$ cat src/rtl/multicycle_control.sv
// Multi-cycle control FSM: sequences fetch, decode, execute, data memory and write-back,
// driving every datapath enable/select from the current state and the latched opcode.
module multicycle_control #(
    parameter int unsigned MEM_TIMEOUT = 15
) (
    input  logic        Clk,
    input  logic        reset,
    input  logic [31:0] Instr,
    input  logic        ALU_zero,
    input  logic        IMEM_ready,
    input  logic        DMEM_ready,
    output logic        IR_LdEn,
    output logic        PC_LdEn,
    output logic        PC_sel,
    output logic        RF_WrEn,
    output logic        RF_WrData_sel,
    output logic        RF_B_sel,
    output logic        ALU_Bin_sel,
    output logic [3:0]  ALU_func,
    output logic        MEM_RdEn,
    output logic        MEM_WrEn,
    output logic        Illegal,
    output logic [2:0]  State
);

    localparam int unsigned CNT_W = 8;

    localparam logic [2:0] S_FETCH = 3'd0;
    localparam logic [2:0] S_DEC   = 3'd1;
    localparam logic [2:0] S_EXE   = 3'd2;
    localparam logic [2:0] S_MEM   = 3'd3;
    localparam logic [2:0] S_WB    = 3'd4;

    localparam logic [5:0] OP_R    = 6'b100000;
    localparam logic [5:0] OP_ADDI = 6'b110000;
    localparam logic [5:0] OP_ANDI = 6'b110010;
    localparam logic [5:0] OP_ORI  = 6'b110011;
    localparam logic [5:0] OP_LI   = 6'b111000;
    localparam logic [5:0] OP_LW   = 6'b001111;
    localparam logic [5:0] OP_SW   = 6'b011111;
    localparam logic [5:0] OP_B    = 6'b111111;
    localparam logic [5:0] OP_BEQ  = 6'b010000;
    localparam logic [5:0] OP_BNE  = 6'b010001;

    logic [2:0]       r_state;
    logic [2:0]       w_state_nxt;
    logic [5:0]       r_op;
    logic [3:0]       r_func;
    logic [CNT_W-1:0] r_wait_cnt;

    logic [5:0] w_op;
    logic       w_is_r, w_is_alui, w_is_andi, w_is_ori, w_is_lw, w_is_sw;
    logic       w_is_b, w_is_beq, w_is_bne, w_is_branch, w_is_legal;
    logic       w_timeout;
    logic       w_unused;

    // Decode reads the live IR word during S_DEC and the latched opcode afterwards
    assign w_op        = (r_state == S_DEC) ? Instr[31:26] : r_op;
    assign w_is_r      = (w_op == OP_R);
    assign w_is_andi   = (w_op == OP_ANDI);
    assign w_is_ori    = (w_op == OP_ORI);
    assign w_is_alui   = (w_op == OP_ADDI) || w_is_andi || w_is_ori || (w_op == OP_LI);
    assign w_is_lw     = (w_op == OP_LW);
    assign w_is_sw     = (w_op == OP_SW);
    assign w_is_b      = (w_op == OP_B);
    assign w_is_beq    = (w_op == OP_BEQ);
    assign w_is_bne    = (w_op == OP_BNE);
    assign w_is_branch = w_is_b || w_is_beq || w_is_bne;
    assign w_is_legal  = w_is_r || w_is_alui || w_is_lw || w_is_sw || w_is_branch;
    assign w_timeout   = (r_wait_cnt == CNT_W'(MEM_TIMEOUT - 1));
    assign w_unused    = ^Instr[25:4];

    assign State = r_state;

    // State, latched opcode/function and data-memory wait counter
    always_ff @(posedge Clk or negedge reset) begin
        if (!reset) begin
            r_state    <= S_FETCH;
            r_op       <= 6'd0;
            r_func     <= 4'd0;
            r_wait_cnt <= '0;
        end else begin
            r_state <= w_state_nxt;
            if (r_state == S_DEC) begin
                r_op   <= Instr[31:26];
                r_func <= Instr[3:0];
            end
            if (r_state == S_EXE) begin
                r_wait_cnt <= '0;
            end else if (r_state == S_MEM) begin
                r_wait_cnt <= r_wait_cnt + CNT_W'(1);
            end
        end
    end

    // Next state and per-phase datapath controls
    always_comb begin
        w_state_nxt   = r_state;
        IR_LdEn       = 1'b0;
        PC_LdEn       = 1'b0;
        PC_sel        = 1'b0;
        RF_WrEn       = 1'b0;
        RF_WrData_sel = 1'b0;
        RF_B_sel      = 1'b0;
        ALU_Bin_sel   = 1'b0;
        ALU_func      = 4'b0000;
        MEM_RdEn      = 1'b0;
        MEM_WrEn      = 1'b0;
        Illegal       = 1'b0;

        case (r_state)
            S_FETCH: begin
                IR_LdEn = IMEM_ready;
                if (IMEM_ready) begin
                    w_state_nxt = S_DEC;
                end
            end
            S_DEC: begin
                RF_B_sel = !w_is_r;
                if (!w_is_legal) begin
                    Illegal     = 1'b1;
                    PC_LdEn     = 1'b1;
                    w_state_nxt = S_FETCH;
                end else begin
                    w_state_nxt = S_EXE;
                end
            end
            S_EXE: begin
                RF_B_sel    = !w_is_r;
                ALU_Bin_sel = !(w_is_r || w_is_beq || w_is_bne);
                if (w_is_r) begin
                    ALU_func = r_func;
                end else if (w_is_andi) begin
                    ALU_func = 4'b0010;
                end else if (w_is_ori) begin
                    ALU_func = 4'b0011;
                end else if (w_is_beq || w_is_bne) begin
                    ALU_func = 4'b0001;
                end
                if (w_is_branch) begin
                    PC_LdEn     = 1'b1;
                    PC_sel      = w_is_b || (w_is_beq && ALU_zero) || (w_is_bne && !ALU_zero);
                    w_state_nxt = S_FETCH;
                end else if (w_is_lw || w_is_sw) begin
                    w_state_nxt = S_MEM;
                end else begin
                    w_state_nxt = S_WB;
                end
            end
            S_MEM: begin
                RF_B_sel = !w_is_r;
                // A late ready on the final allowed cycle still completes the access
                if (DMEM_ready) begin
                    MEM_RdEn = w_is_lw;
                    MEM_WrEn = w_is_sw;
                    if (w_is_lw) begin
                        w_state_nxt = S_WB;
                    end else begin
                        PC_LdEn     = 1'b1;
                        w_state_nxt = S_FETCH;
                    end
                end else if (w_timeout) begin
                    Illegal     = 1'b1;
                    PC_LdEn     = 1'b1;
                    w_state_nxt = S_FETCH;
                end else begin
                    MEM_RdEn = w_is_lw;
                    MEM_WrEn = w_is_sw;
                end
            end
            S_WB: begin
                RF_B_sel      = !w_is_r;
                RF_WrEn       = 1'b1;
                RF_WrData_sel = w_is_lw;
                PC_LdEn       = 1'b1;
                w_state_nxt   = S_FETCH;
            end
            default: begin
                w_state_nxt = S_FETCH;
            end
        endcase

        // Reset forces every control quiet immediately, before any clock edge
        if (!reset) begin
            IR_LdEn       = 1'b0;
            PC_LdEn       = 1'b0;
            PC_sel        = 1'b0;
            RF_WrEn       = 1'b0;
            RF_WrData_sel = 1'b0;
            RF_B_sel      = 1'b0;
            ALU_Bin_sel   = 1'b0;
            ALU_func      = 4'b0000;
            MEM_RdEn      = 1'b0;
            MEM_WrEn      = 1'b0;
            Illegal       = 1'b0;
        end
    end

endmodule

$ cat config.mk
export PLATFORM = sky130hd
export DESIGN_NAME = multicycle_control
export DESIGN_NICKNAME = d
export VERILOG_FILES = /design/src/rtl/multicycle_control.sv
export SDC_FILE = /design/constraint.sdc
export NUM_CORES = 1
export LEC_CHECK = 0
export ABC_AREA = 1
export BUFFER_PORTS_ARGS = -buffer_cell sky130_fd_sc_hd__buf_4
export CORE_MARGIN = 2
export CORE_UTILIZATION = 52
export DETAILED_ROUTE_END_ITERATION = 8
export PLACE_DENSITY = 0.84
export SYNTH_ARGS = -nofsm -noshare
export SYNTH_HDL_FRONTEND = slang
export SYNTH_SLANG_ARGS = --single-unit
$ cat constraint.sdc
create_clock -name Clk -period 3.95 [get_ports Clk]
set_clock_uncertainty 0.1 [all_clocks]
set_input_delay 0.79 -clock Clk [delete_from_list [all_inputs] [get_ports Clk]]
set_output_delay 0.79 -clock Clk [all_outputs]
set_load 0.01 [all_outputs]
==> run_results.csv <==
group,metric,value,unit
route,ant_nets,0,
synth,synth.yosys.seq_area_share,37.67,%
synth,synth_area,1395,um^2
synth,synth_common_cells,"nand2_1, inv_1, nor2_1, dfrtp_1, nand3_1",
global_route,antenna_found_initial,0,
floorplan,dieWidth,55.80,um
worst_setup_path,crit_chain,"inv_2 -> nand3_2 -> o21ai_1 -> nor2_1 -> nand3_1 -> nand2_2 -> nor2_2 -> nand3_1 -> a21oi_1 -> buf_4",
synth,ys.flop_type,"dfrtp_1",
synth,synth_area_leaders,"dfrtp_1, nand2_1, inv_1, nor2_1, nand3_1",
sta,max_freq,0.2946,GHz
layout,n_antenna_cell,0,
place,gp_congestion,0.8655,
place,portBuffers,31,
sta,rsz0062_at_grt,"no",
layout,area_growth,20.54,%
job,max_cap_viol_count,0,
clock_tree,worstSkewPairLatency,0.31,ns
global_route,overflow,0,
layout,fillers,237,
clock_tree,ctsHoldBuffers,0,
floorplan,start_util,55.81,%
synth,synth_enable_flop_cells,0,
sta,finalHoldViolCount,0,
worst_setup_path,critPathArrivalTime,2.50,ns
synth,synth.avg_cell_area,6.643,um^2
power_and_ir_drop,ir_drop,470.9,uV
floorplan,die_h,55.80,um
worst_setup_path,crit_path_top_delay_cell,"dfrtp_1",
synth,synth_fp_nets,249,
power_and_ir_drop,p_leak,0.0009214,uW
synth,synth_most_common_cell,"nand2_1",
layout,post_layout_nonfiller_instances,274,
floorplan,rows,18,
clock_tree,clkTransAtPathRegs,0.12,ns
synth,async_flop_share,100.0,%
sta,setup_viol,0,
worst_setup_path,cp-start-kind,"flip-flop",
place,place_area,1654,um^2
clock_tree,clockRootBuffer,"clkbuf_4",
power_and_ir_drop,pwr_density_cell,568.9,nW/um^2
worst_setup_path,critical_path.max_stage_delay,0.43,ns
route,dr.pass1.iters,4,
route,drc,0,
clock_tree,clk_path_buf_depth,2,
worst_setup_path,r2r_cells,10,
synth,ys_ff_latch,21,
layout,drive_above_1_share,22.95,%
status,status,"finished clean",
hold_path,worstHoldPathType,"in -> async",
worst_setup_path,cp-end-kind,"primary output",
sta,slew-limit-headroom,74.95,%
synth,yosysUniqueCellTypes,23,
clock_tree,cts_resized,0,
place,dp_hpwl,2.285,mm
sta,timing.hold.ws,0.2474,ns
floorplan,die_area,3113,um^2
global_route,grt_pass1_wl,5.064,mm
layout,final_cell_area,1682,um^2
synth,ys_warn_count,0,
sta,final-max-slew-violation-count,0,
global_route,grt_pass1_vias,1230,
worst_setup_path,crit_required,3.06,ns
clock_tree,cts_tree,"done",
clock_tree,post_cts_buffers,0,
global_route,grt_max_degree,25,
layout,fin_nets,284,
route,finalWirelength,2.925,mm
sta,tightest_slew,0.3723,ns
worst_setup_path,cp.depth,10,
clock_tree,cts_made_buffers,3,
synth,syn-instance-count,210,
global_route,track_usage,20.41,%
worst_setup_path,worst_path_dominant_cell_family,"simple AND/OR/NAND/NOR gates",
route,drt_iter0_markers,40,
place,dp_cells,270,
sta,fin_setup_tns,0,ns
worst_setup_path,cp_max_fo,14,
route,viasPerCell,4.931,
synth,synth_top_cell_by_area,"dfrtp_1",
floorplan,ios,54,
synth,synth_top_area_share,37.67,%
worst_setup_path,cpMostUsedCell,"nand3_1",
clock_tree,htreeDepth,1,
clock_tree,clock-sinks,21,
floorplan,coreArea,2500,um^2
sta,fin_crit,3.394,ns
worst_setup_path,critPathBufInv,2,
sta,fin_crit_sh,85.94,%
route,vias,1351,
worst_setup_path,setup.worst_path.class,"reg -> out",
route,drt-wirelength-per-cell,10.68,um
==> state kept, by name, indices dropped and copies added (netlist names) <==
name,cells
State,3
r_func,4
r_op,6
r_wait_cnt,8
==> logic make-up (layout without fill, tap and decap cells) <==
family / Yosys count / in the layout / synth area share, %
DFF: 21 / 21 / 37.67
xor gates and xnor gates: 1 / 1 / 0.6279
buffers and inverters: 40 / 74 / 11.30
AOI/OAI and AO/OA: 21 / 21 / 8.072
and+or+nand+nor: 125 / 125 / 40.54
adders and majority gates: 2 / 2 / 1.793
==> area by class of cell <==
type                       count  area [um^2]  share of cell area (%)
multi-input combinational    149        711.9                   42.34
sequential                    21        525.5                   31.25
timing repair buffer          31        232.7                   13.84
inverter                      39        146.4                   8.705
tap                           30        37.54                   2.232
clock buffer                   3        22.52                   1.339
clock inverter                 1        5.005                  0.2976
==> metal layers <==
layer  part of all wire, %  up-vias  wire [um]  track usage, %
met4                   1.1        0         31           8.362
met5                     0        -          0               0
met3                   5.6        4        164           3.488
li1                      -      721          -               -
met1                    49      594       1440           27.03
met2                    44       32       1288           32.99
==> power breakdown <==
group	switching, uW	total, uW	internal, uW
Combinational	350	525	175
Sequential	43.9	328	284
Clock	65.2	103	37.8
Total	459	957	498
==> cell usage in the layout, fill, tap and decap left out <==
cell | synthesis | routed
nor2_2 | 2 | 2
nand3_2 | 1 | 1
nor3_1 | 7 | 7
inv_2 | 6 | 6
nand4_1 | 1 | 1
clkinv_2 | 0 | 1
a21oi_1 | 6 | 6
nor2_1 | 28 | 28
inv_1 | 33 | 33
and3_1 | 1 | 1
a31oi_1 | 2 | 2
o21a_1 | 1 | 1
nand2_2 | 9 | 9
nor4_1 | 2 | 2
o21ai_1 | 2 | 2
xor2_1 | 1 | 1
nor2_4 | 3 | 3
nand2_1 | 54 | 54
ha_1 | 2 | 2
buf_4 | 0 | 31
dfrtp_1 | 21 | 21
nand3_1 | 17 | 17
o21ai_0 | 9 | 9
a211oi_1 | 1 | 1
clkbuf_4 | 0 | 3
==> path summary, 6_finish.rpt <==
kind	end	slack, ns	from
max	PC_LdEn	0.56	State[1]
min	r_wait_cnt[3]	0.25	reset
max reg2reg	State[1]	1.86	State[1]
min reg2reg	r_func[1]	0.40	r_func[1]
max in group asynchronous	r_func[1]	3.27	reset
min in group Clk	r_func[1]	0.40	r_func[1]
==> metrics by stage <==
| stage | util, % | setup WS (ns) | power (uW) |
|---|---|---|---|
| final | 67.27 | 0.5555 | 956.7 |
| after floorplan | - | 1.349 | 730.3 |
| after global placement | 66.17 | 0.9522 | 841.6 |
| after global routing | 67.27 | 0.3347 | 1051 |
| after detailed placement | 66.17 | 0.9495 | 854.0 |
| after CTS | 67.27 | 0.5561 | 959.5 |
(Power assumes the default switching activity.)
